<file path="config.mk">
export PLATFORM = sky130hd
export DESIGN_NAME = sat_counter
export DESIGN_NICKNAME = d
export VERILOG_FILES = /design/src/rtl/mem_write_checker_sat_counter.sv
export SDC_FILE = /design/constraint.sdc
export NUM_CORES = 1
export LEC_CHECK = 0
export ABC_CLOCK_PERIOD_IN_PS = 1800
export CAP_MARGIN = 20
export CORE_AREA = 2 2 39 41
export DETAILED_ROUTE_END_ITERATION = 10
export DIE_AREA = 0 0 41 43
export PLACE_DENSITY = 0.67
export SLEW_MARGIN = 20
export SYNTH_ARGS = -nofsm -noshare
export SYNTH_HDL_FRONTEND = slang
export SYNTH_SLANG_ARGS = --single-unit
</file>
<file path="constraint.sdc">
create_clock -name clk -period 1.8 [get_ports clk]
set_input_delay 0.18 -clock clk [delete_from_list [all_inputs] [get_ports clk]]
set_output_delay 0.18 -clock clk [all_outputs]
set_load 0.05 [all_outputs]
</file>
<file path="src/rtl/mem_write_checker_sat_counter.sv">
// Saturating up-counter with synchronous clear and count enable; the count
// sticks at MAX instead of wrapping.
module sat_counter #(
  parameter int W   = 8,
  parameter int MAX = 255
) (
  input  logic         clk,
  input  logic         reset,
  input  logic         en,
  input  logic         clr,
  output logic [W-1:0] count
);

  logic [W-1:0] count_d;
  logic [W-1:0] count_q;

  // Next count: clear wins over enable, and enable stops at the ceiling.
  always_comb begin
    count_d = count_q;
    if (clr) begin
      count_d = '0;
    end else if (en && (count_q != W'(MAX))) begin
      count_d = count_q + W'(1);
    end
  end

  // Count register.
  always_ff @(posedge clk or posedge reset) begin
    if (reset) begin
      count_q <= '0;
    end else begin
      count_q <= count_d;
    end
  end

  assign count = count_q;

endmodule

</file>
; ---- Word-level counts from Yosys, hierarchy flattened
; Index checks and enable logic that the tools add are counted.
; W data, S select, Z words.
[word_totals]
out_inout_bits = 8
word_cells = 7
reg_bits = 8
[classes]
eq_ne = 1
muxes = 2
addsub = 1
reduce_logical = 2
[op_table]
columns = op, n
row1 = $mux W8, 2
row2 = $add A8 B1 Y8 const B, 1
row3 = $ne A8 B8 Y1 const B, 1
row4 = $reduce_bool A2 Y1, 1
row5 = $logic_and A1 B1 Y1, 1

; ---- Depth between registers and ports, before layout
; Gate-level depths: netlist of run 1.
[depth]
depth_word = 4
mapped_depth = 4
ltp_nobuf = 4

; ---- Worst setup path before layout of run 1
; No wires, ideal clock.
[synth_path]
path_kind = reg-to-reg
startpoint = register count_q[0], in the netlist count[0]
endpoint = register count_q[5], in the netlist count[5]
synth_period_minus_slack_ps = 1814
setup_slack_ps = -14
path_stages_with_launch = 5
required_ps = 1675
path_buffers = 0
arrival_time_ps = 1689
setup_time_ps = 125
path_cell_list = dfrtp_1 ha_1 and3_1 a211oi_2 mux2_4
[synth_via]
elab_chain_len = 3
[synth_rtl]
columns = element, line
row1 = "start, declared", 15  ; logic [W-1:0] count_q;
row2 = "start signal, assigned", 32  ; count_q <= count_d;
row3 = $add A8 B1 Y8 / $ne A8 B8 Y1 (equally long branches), "23, 22"
row4 = $mux W8 / $logic_and A1 B1 Y1 (equally long branches), 22  ; end else if (en && (count_q != W'(MAX))) begin
row5 = $mux W8 / $reduce_bool A2 Y1 (equally long branches), n/a
; Parallel ways exist; a longest one is shown, timed or not. The select of a mux whose other input is x is not followed.
; A chain may end at the register's enable or synchronous reset.

; ---- Worst setup path in the final report of run 1
[layout_path]
startpoint = register count_q[3], in the netlist count[3]
endpoint = output count[3]
[layout_lines]
columns = element, line
row1 = "end, declared", 11  ; output logic [W-1:0] count
; No word-level cell between the ends.

==> metrics.txt, run 1 <==
status=completed; power density over the cells=between 600 and 700 nW/um^2; WP buf/inv=1; Slew Limit Fails=0; setup TNS=0 ps; Chip Height=43 microns; synthesized instance count=49; GRT Util Overall=between 10% and 20%; Worst Tran Pin Value=between 400 and 500 ps; CTS H-tree depth=1; Slew headroom=roughly two thirds; synth unique cells=25; vias=~400; Core Box Area=~1400 sq um; DR DRC count=0; CTS tree=done; clk_lat worst skew=250 ps; Ys Warns=0; Iteration-0 DRC Markers=7; nature of the critical path startpoint=register; initial antenna violation count=0; Routed Antenna Nets=0; number of flip-flops in the largest register=8; DIE WIDTH=roughly 41 microns; critical path class=reg2out; DRT Pass-1 Iters=4; Initial Util=~36%; Final Cycle Share=95.1%; final total power=~400 uW; first-pass GRT wire length=approximately 1800 microns; final setup fails=0; Hold-fix buffers, CTS=0; Placer Congestion=between 0.7 and 0.8; synth-to-layout area growth=27.8%; IO Pins=12; Lkg Pwr=roughly 0.29 nW; Post-CTS Resized=0; Critical Path AT=around 1500 ps; worst vdd ir=about 300 uV; cell area after synthesis=504 sq um; Worst-path clk slew=60 ps; routed len/inst=approximately 13 microns; Tmin final=roughly 1700 ps; worst min-delay path class=in2async; CP max stage cell=clkdlybuf4s50_1; Max-Cap Viols=0; CP delay by family, top=buffers and inverters; total grt overflow=0; Syn Area/Cell=around 10 sq um; clk root buf=clkbuf_4; Max Buffers Root-to-Sink=2; RSZ-0062 raised after global routing=no; WP data required=around 1600 ps; Cell Rows=14; Ant. Diodes=0; final wirelength=997 microns; CP Max Fanout=7; achievable frequency=~580 MHz; CTS Buf Count=3; Final Hold Fails=0; sequential-to-total area share from yosys stat=around 40%; Port Buffers=11; post-DP HPWL=774 microns; clk_skew=~8.9 ps; #FFs+latches synth=8; final net count=between 60 and 70; ratio of cells with drive above 1 in the final layout=21.0%; largest net degree at the start of global routing=11; CP cell instances=clkdlybuf4s50_1; via-per-instance ratio=5.24; fillers=between 100 and 150; syn nets=between 50 and 60; CTS sink count=8; Crit path largest cell delay=840 ps; CP endpoint kind=output port; number of global-route vias before repair=around 420; die area=1760 sq um; Post-CTS Setup Inserts=0
[synthesized netlist by cell type]
cell | number | area share, %
dfrtp_1 | 8 | 40
mux2_4 | 4 | 12
nand2_1 | 4 | 3.0
nor2_1 | 4 | 3.0
nor2b_1 | 4 | 5.0
a21oi_1 | 2 | 2.0
a21oi_2 | 2 | 3.5
inv_1 | 2 | 1.5
nand3_1 | 2 | 2.0
nand4_1 | 2 | 2.5
a211oi_2 | 1 | 2.5
a21boi_2 | 1 | 2.2
and2b_1 | 1 | 1.5
and3_1 | 1 | 1.2
and4_1 | 1 | 1.7
buf_6 | 1 | 2.2
clkbuf_1 | 1 | 0.74
ha_1 | 1 | 2.5
mux2i_1 | 1 | 2.0
nand2b_1 | 1 | 1.2
nand4b_1 | 1 | 1.7
nor3_1 | 1 | 0.99
o211a_1 | 1 | 2.0
o21bai_1 | 1 | 1.5
o311a_1 | 1 | 2.0
[placed cells by master, fill, tap and decap left out, types with 2 or more instances in the layout]
cell | synthesis | final
nand2_1 | 4 | 4
nor2b_1 | 4 | 4
clkbuf_4 | 0 | 3
mux2_4 | 4 | 4
dfrtp_1 | 8 | 7
nor2_1 | 4 | 4
a21oi_1 | 2 | 2
nand4_1 | 2 | 2
a21oi_2 | 2 | 2
inv_1 | 2 | 2
clkdlybuf4s50_1 | 0 | 10
nand3_1 | 2 | 2
[power breakdown]
group	switching, mW	leakage (nW)	total, mW	internal (mW)
sequential	0.00569	0.109	0.190	0.185
combinational	0.0338	0.164	0.0567	0.0229
clock	0.0634	0.0150	0.148	0.0849
[worst paths after layout]
check	startpoint	to	slack [ps]	cells after the start
setup / recovery	count[3]	count[3]	90	1
hold / removal	reset	count[1]	180	2
setup reg to reg	count[0]	count[5]	160	4
hold reg to reg	count[1]	count[1]	590	2
max in group asynchronous	reset	count[0]	1350	2
min in group clk	count[1]	count[1]	590	2
[per-stage QoR]
stage / setup slack [ps] / utilization [%] / cell area (sq um) / hold WS, ps / std cells
3_5_place_dp: 180 / 44.7 / 618 / 459 / 74
2_1_floorplan: 10.6 / - / 505 / -4.41 / 49
4_1_cts: 77.7 / 46.6 / 644 / 179 / 78
3_3_place_gp: 186 / 44.7 / 618 / 459 / 74
5_1_grt: 1.71 / 46.6 / 644 / 205 / 78
6_report: 87.9 / 46.6 / 644 / 177 / 78
[routing by layer]
layer	vias to the layer above	wire, microns	GRT usage, %
li1	201	-	-
met1	195	439	16.7
met2	13	504	23.1
met3	0	52	6.28
met4	0	0	6.67
met5	-	0	0
[layout make-up]
type                    instances  area (sq um)  area share, %
multi-input cells              37           282           43.7
clock buffers                   4          26.3           4.08
inverters                       2          7.51           1.17
repair buffers                 11           108           16.7
well taps                      16          20.0           3.11
flip-flops and latches          8           201           31.3
[kinds of logic (layout without fill, tap and decap cells)]
family                   Yosys count  in the layout  share of synthesized area [%]
AO/OA/AOI/OAI                      9              9                           15.6
multiplexers                       5              5                           13.9
buffers and inverters              4             17                           4.47
flip-flops                         8              8                           39.7
adder cells (fa/ha/maj)            1              1                           2.48
AND/OR/NAND/NOR                   22             22                           23.8
(Power assumes the default switching activity.)
==> run 2: changes to the inputs <==
--- a/config.mk
+++ b/config.mk
@@ -11,6 +11,7 @@
 export DETAILED_ROUTE_END_ITERATION = 10
 export DIE_AREA = 0 0 41 43
 export PLACE_DENSITY = 0.67
+export SKIP_CTS_REPAIR_TIMING = 1
 export SLEW_MARGIN = 20
 export SYNTH_ARGS = -nofsm -noshare
 export SYNTH_HDL_FRONTEND = slang
==> results of run 2 <==
Same layout as run 1: the final DEF is identical, and so are final timing and power.
